## config.mk

```make
export PLATFORM = sky130hd
export DESIGN_NAME = pc_unit
export DESIGN_NICKNAME = d
export VERILOG_FILES = /design/src/rtl/pc_unit.sv
export SDC_FILE = /design/constraint.sdc
export NUM_CORES = 1
export LEC_CHECK = 0
export ABC_CLOCK_PERIOD_IN_PS = 4400
export BUFFER_PORTS_ARGS = -buffer_cell sky130_fd_sc_hd__buf_2
export CAP_MARGIN = 30
export CORE_MARGIN = 2
export CORE_UTILIZATION = 30
export CTS_CLUSTER_SIZE = 20
export DETAILED_ROUTE_END_ITERATION = 16
export GPL_TIMING_DRIVEN = 0
export SETUP_SLACK_MARGIN = 0.2
export SYNTH_ARGS = -nofsm -noshare
export SYNTH_HDL_FRONTEND = slang
export SYNTH_SLANG_ARGS = --single-unit
```

## constraint.sdc

```tcl
create_clock -name clk -period 4.4 [get_ports clk]
set_clock_uncertainty 0.2 [all_clocks]
set_input_delay 0.88 -clock clk [delete_from_list [all_inputs] [get_ports clk]]
set_output_delay 0.88 -clock clk [all_outputs]
set_load 0.005 [all_outputs]
```

## src/rtl/pc_unit.sv

```systemverilog
// Program counter with a hardware return-address stack.
// Owns the 16-bit fetch address, takes resolved jump targets from the jump
// unit, and pushes/pops return addresses for call/ret.
// Priority per cycle: ret > load > inc > hold.
module pc_unit #(
   parameter int unsigned DEPTH    = 8,
   parameter logic [15:0] RESET_PC = 16'h0000
) (
   input  logic                     clk,
   input  logic                     rst,
   input  logic                     inc,
   input  logic                     load,
   input  logic [15:0]              load_addr,
   input  logic                     call,
   input  logic                     ret,
   input  logic                     fault_clr,
   output logic [15:0]              pc,
   output logic [$clog2(DEPTH):0]   depth,
   output logic                     stack_empty,
   output logic                     stack_full,
   output logic                     fault
);

   localparam int unsigned AW = $clog2(DEPTH);
   localparam int unsigned DW = AW + 1;
   localparam logic [DW-1:0] FULL_CNT = DW'(DEPTH);

   logic [15:0]   pc_q, pc_d;
   logic [DW-1:0] depth_q, depth_d;
   logic          fault_q, fault_d;
   logic [15:0]   stack_q [DEPTH];

   logic          push_en;
   logic [AW-1:0] push_idx;
   logic [AW-1:0] pop_idx;
   logic          set_fault;
   logic          is_empty;
   logic          is_full;

   assign is_empty = (depth_q == '0);
   assign is_full  = (depth_q == FULL_CNT);

   // Next-state selection: pc, depth, fault and the stack write request.
   always_comb begin
      pc_d      = pc_q;
      depth_d   = depth_q;
      push_en   = 1'b0;
      set_fault = 1'b0;
      push_idx  = AW'(depth_q);
      pop_idx   = AW'(depth_q - DW'(1));

      if (ret) begin
         if (!is_empty) begin
            pc_d    = stack_q[pop_idx];
            depth_d = depth_q - DW'(1);
         end else begin
            set_fault = 1'b1;
         end
      end else if (load) begin
         pc_d = load_addr;
         if (call) begin
            if (is_full) begin
               set_fault = 1'b1;
            end else begin
               push_en = 1'b1;
               depth_d = depth_q + DW'(1);
            end
         end
      end else if (inc) begin
         pc_d = pc_q + 16'd1;
      end

      if (set_fault) begin
         fault_d = 1'b1;
      end else if (fault_clr) begin
         fault_d = 1'b0;
      end else begin
         fault_d = fault_q;
      end
   end

   // Architectural registers with asynchronous reset.
   always_ff @(posedge clk or posedge rst) begin
      if (rst) begin
         pc_q    <= RESET_PC;
         depth_q <= '0;
         fault_q <= 1'b0;
      end else begin
         pc_q    <= pc_d;
         depth_q <= depth_d;
         fault_q <= fault_d;
      end
   end

   // Stack RAM: not reset; the push stores the pre-jump pc.
   always_ff @(posedge clk) begin
      if (push_en && !rst) begin
         stack_q[push_idx] <= pc_q;
      end
   end

   assign pc          = pc_q;
   assign depth       = depth_q;
   assign stack_empty = is_empty;
   assign stack_full  = is_full;
   assign fault       = fault_q;

endmodule

```

# Yosys cells after proc, flatten, opt, wreduce, memory -nomap -nowiden
# Memory sizes are Yosys's and may differ from the RTL's.
# Cells that the tools add are included.
# totals
mem_count	1
output_inout_bits	23
mem_bits_rw	128
wordCells	41
register_bits	21
# mem_list
memory	depth	word_bits	rd	rd_ports_with_merged_regs	write_ports	line_no	source
stack_q	8	16	1	0	1	31	logic [15:0] stack_q [DEPTH];
# classes
addsub	3
mux	22
eq_ne	3
reduce_logical	9
# ops
cell	n
2-to-1 mux 16 bit	4
2-to-1 mux 4 bit	5
adder 16 x 1 -> 16 bit, second input constant	1
2-to-1 mux 1 bit	13
nonzero test 2 bit	3
adder 4 x 1 -> 4 bit, second input constant	1
equality test 4 bit, second input constant	1
logical NOT 4 bit	1
inequality test 2 bit, second input constant	2
AND reduction 4 bit	1
subtractor 4 x 1 -> 4 bit, second input constant	1
nonzero test 3 bit	1
AND reduction 2 bit	1
logical AND 1 bit	1
logical NOT 1 bit	1

# Logic depth before layout (Yosys ltp)
# Gate-level depths: netlist of the first run.
# logic_depth
depth_word	8
mapped_depth	11
ltp_nobuf	7

# Worst setup path before layout of the first run
# No wires, ideal clock.
# synth_path
kind	register to register
start	reg depth_q[0], in the netlist depth[0]
end	mem stack_q[1][0] (enable)
arrival_time_ns	2.759
path_stages_with_launch	9
setup_time_ns	0.409
period_less_slack_ns	3.368
slack_ns	1.032
n_path_buf	2
path_cell_list	dfrtp_1 buf_6 buf_4 inv_1 ha_1 and3b_1 nor3_1 nand2_1 nor3_1
# synth_between
elab_chain_cells	8
# synth_lines
item	line_no	source
start: declaration	29	logic [DW-1:0] depth_q, depth_d;
start signal: assignment	90	depth_q <= depth_d;
equality test 4 bit	41	assign is_full = (depth_q == FULL_CNT);
net stack_full	20	output logic stack_full,
2-to-1 mux 1 bit	62	if (is_full) begin
2-to-1 mux 1 bit	61	if (call) begin
2-to-1 mux 1 bit	59	end else if (load) begin
2-to-1 mux 1 bit	52	if (ret) begin
logical AND 1 bit	97	if (push_en && !rst) begin
2-to-1 mux 1 bit	97	
2-to-1 mux 1 bit (not written as such)	98	stack_q[push_idx] <= pc_q;
end: declaration	31	
# The timed path passes the listed nets, and every way through them passes these cells.

# Worst setup path after layout of the first run
# layout_path
start	reg depth_q[0], in the netlist depth[0]
end	mem stack_q[1][7] (enable)
# layout_between
elab_chain_cells	8
# layout_lines
item	line_no
equality test 4 bit	41
2-to-1 mux 1 bit	62
2-to-1 mux 1 bit	61
2-to-1 mux 1 bit	59
2-to-1 mux 1 bit	52
logical AND 1 bit	97
2-to-1 mux 1 bit	97
2-to-1 mux 1 bit (not written as such)	98
# Several ways; a longest one is shown, not always the timed one.

==> results of run 1 <==
## cell families after synthesis
| logic type | synth area share, % |
|---|---|
| flops | 69.4 |
| simple gates | 6.40 |
| compound gates | 7.62 |
| mux | 12.1 |
| buf+inv | 2.29 |
| xor+xnor | 1.39 |
| fa+ha+maj | 0.795 |
## placed cells by master (no fill, tap or decap), types with 5 or more instances in the layout
master / synthesis / routed
mux4_1: 5 / 5
nand3_1: 9 / 9
clkbuf_1: 5 / 5
a221oi_1: 6 / 6
a31oi_1: 9 / 9
a21oi_1: 13 / 13
o21ai_0: 8 / 8
edfxtp_1: 128 / 128
and3_1: 6 / 6
xnor2_1: 6 / 6
a22oi_1: 5 / 5
dfrtp_1: 21 / 21
buf_2: 11 / 55
o211ai_1: 5 / 5
o21a_1: 6 / 6
nor2_2: 0 / 6
mux4_2: 27 / 27
nand2_1: 21 / 21
clkbuf_16: 0 / 17
nor2_1: 21 / 15
## per-layer routing
metal | routed length [um] | share of wire (%)
met4 | 265 | 1.7
met5 | 0 | 0
met3 | 949 | 6.1
met2 | 7350 | 48
met1 | 6890 | 45
## cell type report
type,instances,area (sq um)
fill,1977,12800
sequential,149,4370
multi-input combinational,197,1800
clock buffer,17,425
timing repair buffer,54,397
tap,270,338
clock inverter,15,131
buffer,22,129
inverter,4,15.0
## critical path: cells and delay by family (launching register included)
| kind | cells | cell delay (ns) |
|---|---|---|
| buf+inv | 4 | 0.89 |
| flops | 1 | 0.39 |
| fa+ha+maj | 1 | 0.32 |
| simple gates | 4 | 1.51 |
## path summary, 6_finish.rpt
path                                       to  slack (ns)
worst max-delay path            stack_q[1][7]        0.79
worst min-delay path                 depth[3]        0.18
worst max register to register  stack_q[1][7]        0.79
worst min register to register          fault        0.38
max in group asynchronous              pc[10]        3.44
min in group clk                        fault        0.38
## per-stage QoR
step           hold slack [ns]  area [sq um]  power [mW]
2_1_floorplan            0.345          6290        3.15
3_3_place_gp             0.353          6850        3.66
3_5_place_dp             0.372          7010        3.74
4_1_cts                  0.387          7570        5.10
5_1_grt                  0.178          7610        5.32
6_report                 0.178          7610        5.05
## power by group
part / switching (mW) / internal (mW)
Combinational: 0.816 / 0.734
Sequential: 0.309 / 1.84
Clock: 0.571 / 0.778
Total: 1.70 / 3.35
## state kept, by name (all words and copies together), names as in the netlist
signal and flops:
depth 4, fault 1, pc 16, stack_q 128
==> out/metrics.csv, run 1 <==
metric,value,unit
grt.overflow.total,0,
leakage,2.64,nW
slowest_delay,0.76,ns
peakVddDrop,0.288,mV
io_pins,46,
ys_ff_latch,149,
drt_iter0_drc,281,
grt_antenna_before_repair,0,
grt_use_met2,23.1,%
dp_slack,0.736,ns
first_pass_iters,5,
yosysTopAreaCell,edfxtp_1,
synthCells,372,
synthToLayoutAreaGrowth,20.9,%
crit_start,depth[0],
hold_violations,0,
syn_nets,399,
slew_headroom,37.2,%
worstReg2RegStart,depth[0],
yosys.area.top_type_share,61.1,%
grt_max_degree,22,
yosys-top-cells-count,"edfxtp_1, mux4_2, dfrtp_1, nand2_1, nor2_1",
gr-usage-met1,19.9,%
clock_path_buffers,2,
synth_cell_type_count,49,
cts_buffers,17,
cts_root_buf,clkbuf_16,
cts_hold_buf,0,
top_usage_layer,met2,
antenna-diode-count,0,
period_share,82.0,%
utilization,37.2,%
core-area,20400,sq um
path_cells,buf_6 -> buf_4 -> inv_1 -> ha_1 -> and3b_1 -> nor3_1 -> nand2_1 -> nor3_2 -> buf_6,
max_freq,277,MHz
cp.arrival,3.54,ns
post-route-drc-count,0,
syn_area_per_cell,16.9,sq um
port_buffers,44,
grt_use_met3,3.70,%
cts.sinks,149,
grt_pass1_vias,3759,
synth.area.top_cells,"edfxtp_1, mux4_2, dfrtp_1",
clk_pin_slew,0.06,ns
htree_levels,4,
rsz0062_at_grt,false,
post_drt_wl_per_cell,21.2,um
yosys_warnings,0,
fin_ws,0.791,ns
drv_slew,0,
avgViaCountPerCell,5.14,
fin_crit,3.61,ns
start_util,30.8,%
async_flop_share,14.1,%
status,finished clean,
fp.dieH,149,um
cp_common_cell,buf_6,
post_cts_buffers,0,
setup_violations,0,
dp_hpwl,10100,um
fin_nets,472,
fp.dieW,149,um
ys_seq_area_share,69.4,%
routed_wl,15500,um
ant_nets,0,
die_area,22100,sq um
path_class,flop to flop,
ys.flop_type,edfxtp_1,
layoutNonFillerInstCount,728,
hold_path.class,primary input to async pin,
setup_tns,0,ns
vias,3740,
p_per_area,663,nW/um^2
maxCapViolCount,0,
synth_edf_count,128,
end_kind,flop,
path_max_fanout,10,
row_count,52,
cts_resized,0,
cts_tree,done,
syn_area,6290,sq um
yosysMostFrequentCell,edfxtp_1,
dp.cells,694,
worstSkewPairLatency,0.43,ns
worstSetupStartpointType,flop,
crit_required,4.33,ns
cpMaxStageDelayCell,nor3_2,
grt_pass1_wl,23300,um
rr_worst_depth,9,
tightest_slew,0.938,ns
drive_gt1_share,30.6,%
place_congestion,0.790,
grt.total_usage,14.6,%
Note: power is estimated with default switching activity, not from simulation.
==> run 2, diff against run 1 <==
Settings changed: ABC_CLOCK_PERIOD_IN_PS 4400 to 3170.
Clock period 4.4 ns to 3.17 ns, I/O delays scaled along.
==> run 2 against run 1 <==
Final cell count is 1.1% higher. Power rose by 46%. Sequential cell count unchanged. Wire length increased by 0.28%. Count of clock-buffer cells in the layout is 2 higher. Clock power is 55% higher. Critical path depth is 2 lower. Worst hold slack gained 0.084 ns. First-iteration DRC count shrank 3.6%. Sequential share of layout area fell by 2.3 points. Critical endpoint is now stack_empty.
==> out/metrics.csv, run 2 (synthesis results as in run 1) <==
metric,value,unit
p_sw_share,32.6,%
cts.sinks,149,
dr_wl_met3,1090,um
hold_violations,0,
min-delay-start,fault_clr,
setup_tns,0,ns
grt.overflow.total,0,
fp.dieW,149,um
path_delay_family,buffers and inverters,
peakVddDrop,0.411,mV
total_power,7.39,mW
rr_worst_depth,10,
die_area,22100,sq um
design_area,7920,sq um
end_kind,output port,
ant_nets,0,
multi_input_area,1880,sq um
comb_power_share,31.2,%
drive_gt1_share,32.6,%
clock_path_buffers,2,
highest_layer,met4,
worstHoldEndpoint,fault,
cts_root_buf,clkbuf_16,
first_pass_iters,5,
grt_pass1_vias,3796,
place_congestion,0.758,
port_buffers,44,
holdPathStages,2,
start_util,30.8,%
fin_hold_ws,0.262,ns
io_pins,46,
largest_reg_flops,128,
grt_max_degree,22,
largest-register,stack_q,
cts_tree,done,
grt_antenna_before_repair,0,
worstReg2RegStart,depth[0],
rrSetupSlack,0.32,ns
path_cells,buf_6 -> buf_12 -> inv_1 -> ha_4 -> nor2b_1 -> nor2b_1 -> buf_2,
avgViaCountPerCell,5.11,
final_cell_mix,"edfxtp_1, buf_2, mux4_2",
slew_headroom,53.9,%
path_max_fanout,10,
period_share,90.1,%
core-area,20400,sq um
maxCapViolCount,0,
final_common_cell,edfxtp_1,
worstSkewPairLatency,0.42,ns
routed_wl,15500,um
crit_required,2.34,ns
cp.arrival,2.02,ns
pwr-share-clk,28.3,%
cp_common_cell,nor2b_1,
fp.dieH,149,um
utilization,38.8,%
slowest_delay,0.42,ns
grt_pass1_wl,23300,um
cpMaxStageDelayCell,dfrtp_1,
antenna-diode-count,0,
r2r-end,pc[12],
fin_nets,480,
p_sw,2.41,mW
row_count,52,
filler_cell_count,1883,
max_freq,350,MHz
crit_start,depth[0],
drt_iter0_drc,271,
cp.buffers_inverters,4,
dr_wl_met2,7560,um
fin_crit,2.86,ns
wl_met1,6680,um
detailed_place.area,7030,sq um
status,finished clean,
grt.total_usage,14.6,%
path_class,flop to output port,
dp_slack,-0.281,ns
dp_hpwl,10200,um
vias,3761,
setup_violations,0,
hold_path.class,primary input to flop,
cts_buffers,17,
tightest_slew,0.684,ns
post-route-drc-count,0,
dp.cells,694,
regArea,4370,sq um
seqPwrFrac,40.5,%
clk_pin_slew,0.06,ns
fin_ws,0.314,ns
layoutNonFillerInstCount,736,
worstSetupStartpointType,flop,
synthToLayoutAreaGrowth,25.9,%
p_per_area,933,nW/um^2
leakage,2.75,nW
drv_slew,0,
p_int,4.98,mW
htree_levels,4,
post_drt_wl_per_cell,21.1,um
rsz0062_at_grt,true,
==> run 2: changes by cell type in the layout (fill, tap and decap cells not counted), moves of 3 or more <==
cell,before,now
buf_12,1,8
nor2_2,6,0
nor2_4,0,6
buf_8,4,7
bufinv_16,1,4
==> run 2: power groups by stage <==
stage / logic (mW) / registers [mW] / clock network [mW]
after floorplan: 1.48 / 2.89 / 0
after global placement: 2.11 / 2.98 / 0
after detailed placement: 2.17 / 3.04 / 0
after CTS: 2.26 / 3.00 / 2.12
after global routing: 2.48 / 3.06 / 2.20
final: 2.31 / 2.99 / 2.09
==> run 2: final cells by class <==
cell class	count	area share [%]
Clock buffer	19	5.47
Inverter	4	0.190
Multi-Input combinational cell	197	23.8
Timing Repair Buffer	62	6.79
Sequential cell	149	55.2
Buffer	22	2.04
Clock inverter	13	2.29
Tap cell	270	4.27
==> run 2: metal layers <==
layer / track usage (%) / up-vias
li1: - / 1662
met2: 23.6 / 153
met4: 4.05 / 0
met5: 0 / -
met3: 3.82 / 16
met1: 19.6 / 1930
==> run 2: worst max path at each step <==
stage,to,slack [ns],cells after the start
2_1_floorplan,stack_q[7][0],0.23,8
3_3_place_gp,stack_q[3][8],-0.80,8
3_5_place_dp,stack_q[2][8],-0.28,9
4_1_cts,pc[13],0.21,11
5_1_grt,stack_empty,0.20,7
6_report,stack_empty,0.31,7
==> run 2: what timing repair did <==
action | in CTS | in global routing
resized for setup | 16 | 8
hold endpoints to repair | 0 | 1
setup buffers | 8 | 0
pin swaps | 8 | 2
hold buffers | 0 | 1
endpoints found under the setup margin | 145 | 46
==> run 3, diff against run 2 <==
Settings changed: GPL_TIMING_DRIVEN 0 to default.
==> run 3 against run 2 <==
Setup slack better by 0.16 ns. Clock power shrank 3%. Sequential share of layout area is 3.6 points higher. Worst hold slack worse by 0.046 ns. Count of clock-buffer cells in the layout increased by 2. First-iteration DRC count grew 33%. Critical path type is now flop to flop. Final cell count shrank 3.5%. Sequential cell count unchanged. Combinational power down 16%. Register-to-register slack better by 0.16 ns.
==> out/metrics.csv, run 3 (synthesis results as in run 1) <==
metric,value,unit
status,finished clean,
vias,3597,
worstReg2RegStart,depth[1],
die_area,22100,sq um
regArea,4370,sq um
multi_input_area,1790,sq um
fp.dieH,149,um
first_pass_iters,5,
fin_hold_ws,0.216,ns
clock_path_buffers,2,
avgViaCountPerCell,5.07,
hold_path.class,primary input to async pin,
fp.dieW,149,um
antenna-diode-count,0,
tightest_slew,0.902,ns
cts_hold_buf,0,
dp_hpwl,8740,um
cts_buffers,17,
drv_slew,0,
dp.cells,678,
place_congestion,0.780,
max_freq,371,MHz
setup_tns,0,ns
cts_resized,0,
io_pins,46,
end_kind,flop,
cts.sinks,149,
leakage,2.57,nW
grt_pass1_wl,21500,um
drive_gt1_share,27.7,%
start_util,30.8,%
cp.arrival,2.85,ns
fin_crit,2.69,ns
worstSetupStartpointType,flop,
grt.overflow.total,0,
fin_nets,454,
drt_iter0_drc,361,
port_buffers,45,
synthToLayoutAreaGrowth,18.2,%
core-area,20400,sq um
largest_reg_flops,128,
fin_ws,0.476,ns
p_per_area,939,nW/um^2
path_max_fanout,13,
layoutNonFillerInstCount,710,
rsz0062_at_grt,false,
dp_slack,0.492,ns
clk_pin_slew,0.06,ns
cts_tree,done,
worstSkewPairLatency,0.42,ns
final_common_cell,edfxtp_1,
grt_max_degree,37,
final_cell_mix,"edfxtp_1, buf_2, mux4_2",
setup_violations,0,
path_class,flop to flop,
rrSetupSlack,0.48,ns
largest-register,stack_q,
post_cts_buffers,0,
ant_nets,0,
htree_levels,4,
peakVddDrop,0.343,mV
grt_antenna_before_repair,0,
grt_pass1_vias,3573,
rr_worst_depth,7,
grt.total_usage,13.4,%
routed_wl,14100,um
r2r-end,pc[12],
row_count,52,
post-route-drc-count,0,
crit_required,3.33,ns
hold_violations,0,
slew_headroom,39.8,%
period_share,85.0,%
post_drt_wl_per_cell,19.9,um
maxCapViolCount,0,
cts_root_buf,clkbuf_16,
filler_cell_count,1923,
-- run 3: changes by cell type in the layout (fill, tap and decap cells not counted), moves of 4 or more --
cell / delta
nor2_1: +4
buf_12: -8
nor2_4: -6
buf_8: -7
buf_2: -8
buf_4: +9
-- run 3: metal layers --
| metal | global-route usage (%) | vias to the layer above | routed length (um) |
|---|---|---|---|
| li1 | - | 1610 | - |
| met1 | 17.5 | 1853 | 6340 |
| met2 | 21.5 | 115 | 6900 |
| met3 | 3.82 | 19 | 649 |
| met4 | 4.33 | 0 | 224 |
| met5 | 0 | - | 0 |
-- run 3: how the worst max path moves through the flow --
stage                     startpoint            end  slack [ns]  cells past startpoint
after floorplan             depth[0]  stack_q[7][0]        0.23                      8
after global placement           ret          pc[9]        0.55                      7
after detailed placement         ret  stack_q[1][7]        0.49                      6
after CTS                   depth[1]         pc[12]        0.50                      7
after global routing        depth[1]         pc[12]        0.30                      7
final                       depth[1]         pc[12]        0.48                      7
-- run 3: metrics by stage --
stage / instance area [sq um] / utilization (%) / power [mW]
3_3_place_gp: 6830 / 33.4 / 4.97
5_1_grt: 7440 / 36.4 / 7.36
4_1_cts: 7440 / 36.4 / 7.06
3_5_place_dp: 6840 / 33.5 / 5.03
2_1_floorplan: 6300 / - / 4.37
6_report: 7440 / 36.4 / 6.98
-- run 3: final cells by class --
cell class                      instances  area share, %
Sequential cell                       149           58.8
Multi-Input combinational cell        197           24.1
Clock buffer                           21           5.92
Tap cell                              270           4.54
Timing Repair Buffer                   58           4.39
Clock inverter                         11           2.04
Inverter                                4          0.202
-- run 3: critical path, cell delays in order (launching register included) --
cell and delay [ns]:
dfrtp_1 0.51, inv_1 0.14, ha_1 0.28, xnor2_1 0.31
and2_1 0.62, a221oi_2 0.15, a31oi_1 0.24, o22a_1 0.18
-- run 3: where the power goes --
part	switching, mW	internal, mW	total, mW	leakage [nW]
logic	1.00	0.948	1.95	0.874
registers	0.458	2.55	3.01	1.41
clock network	0.780	1.24	2.02	0.286
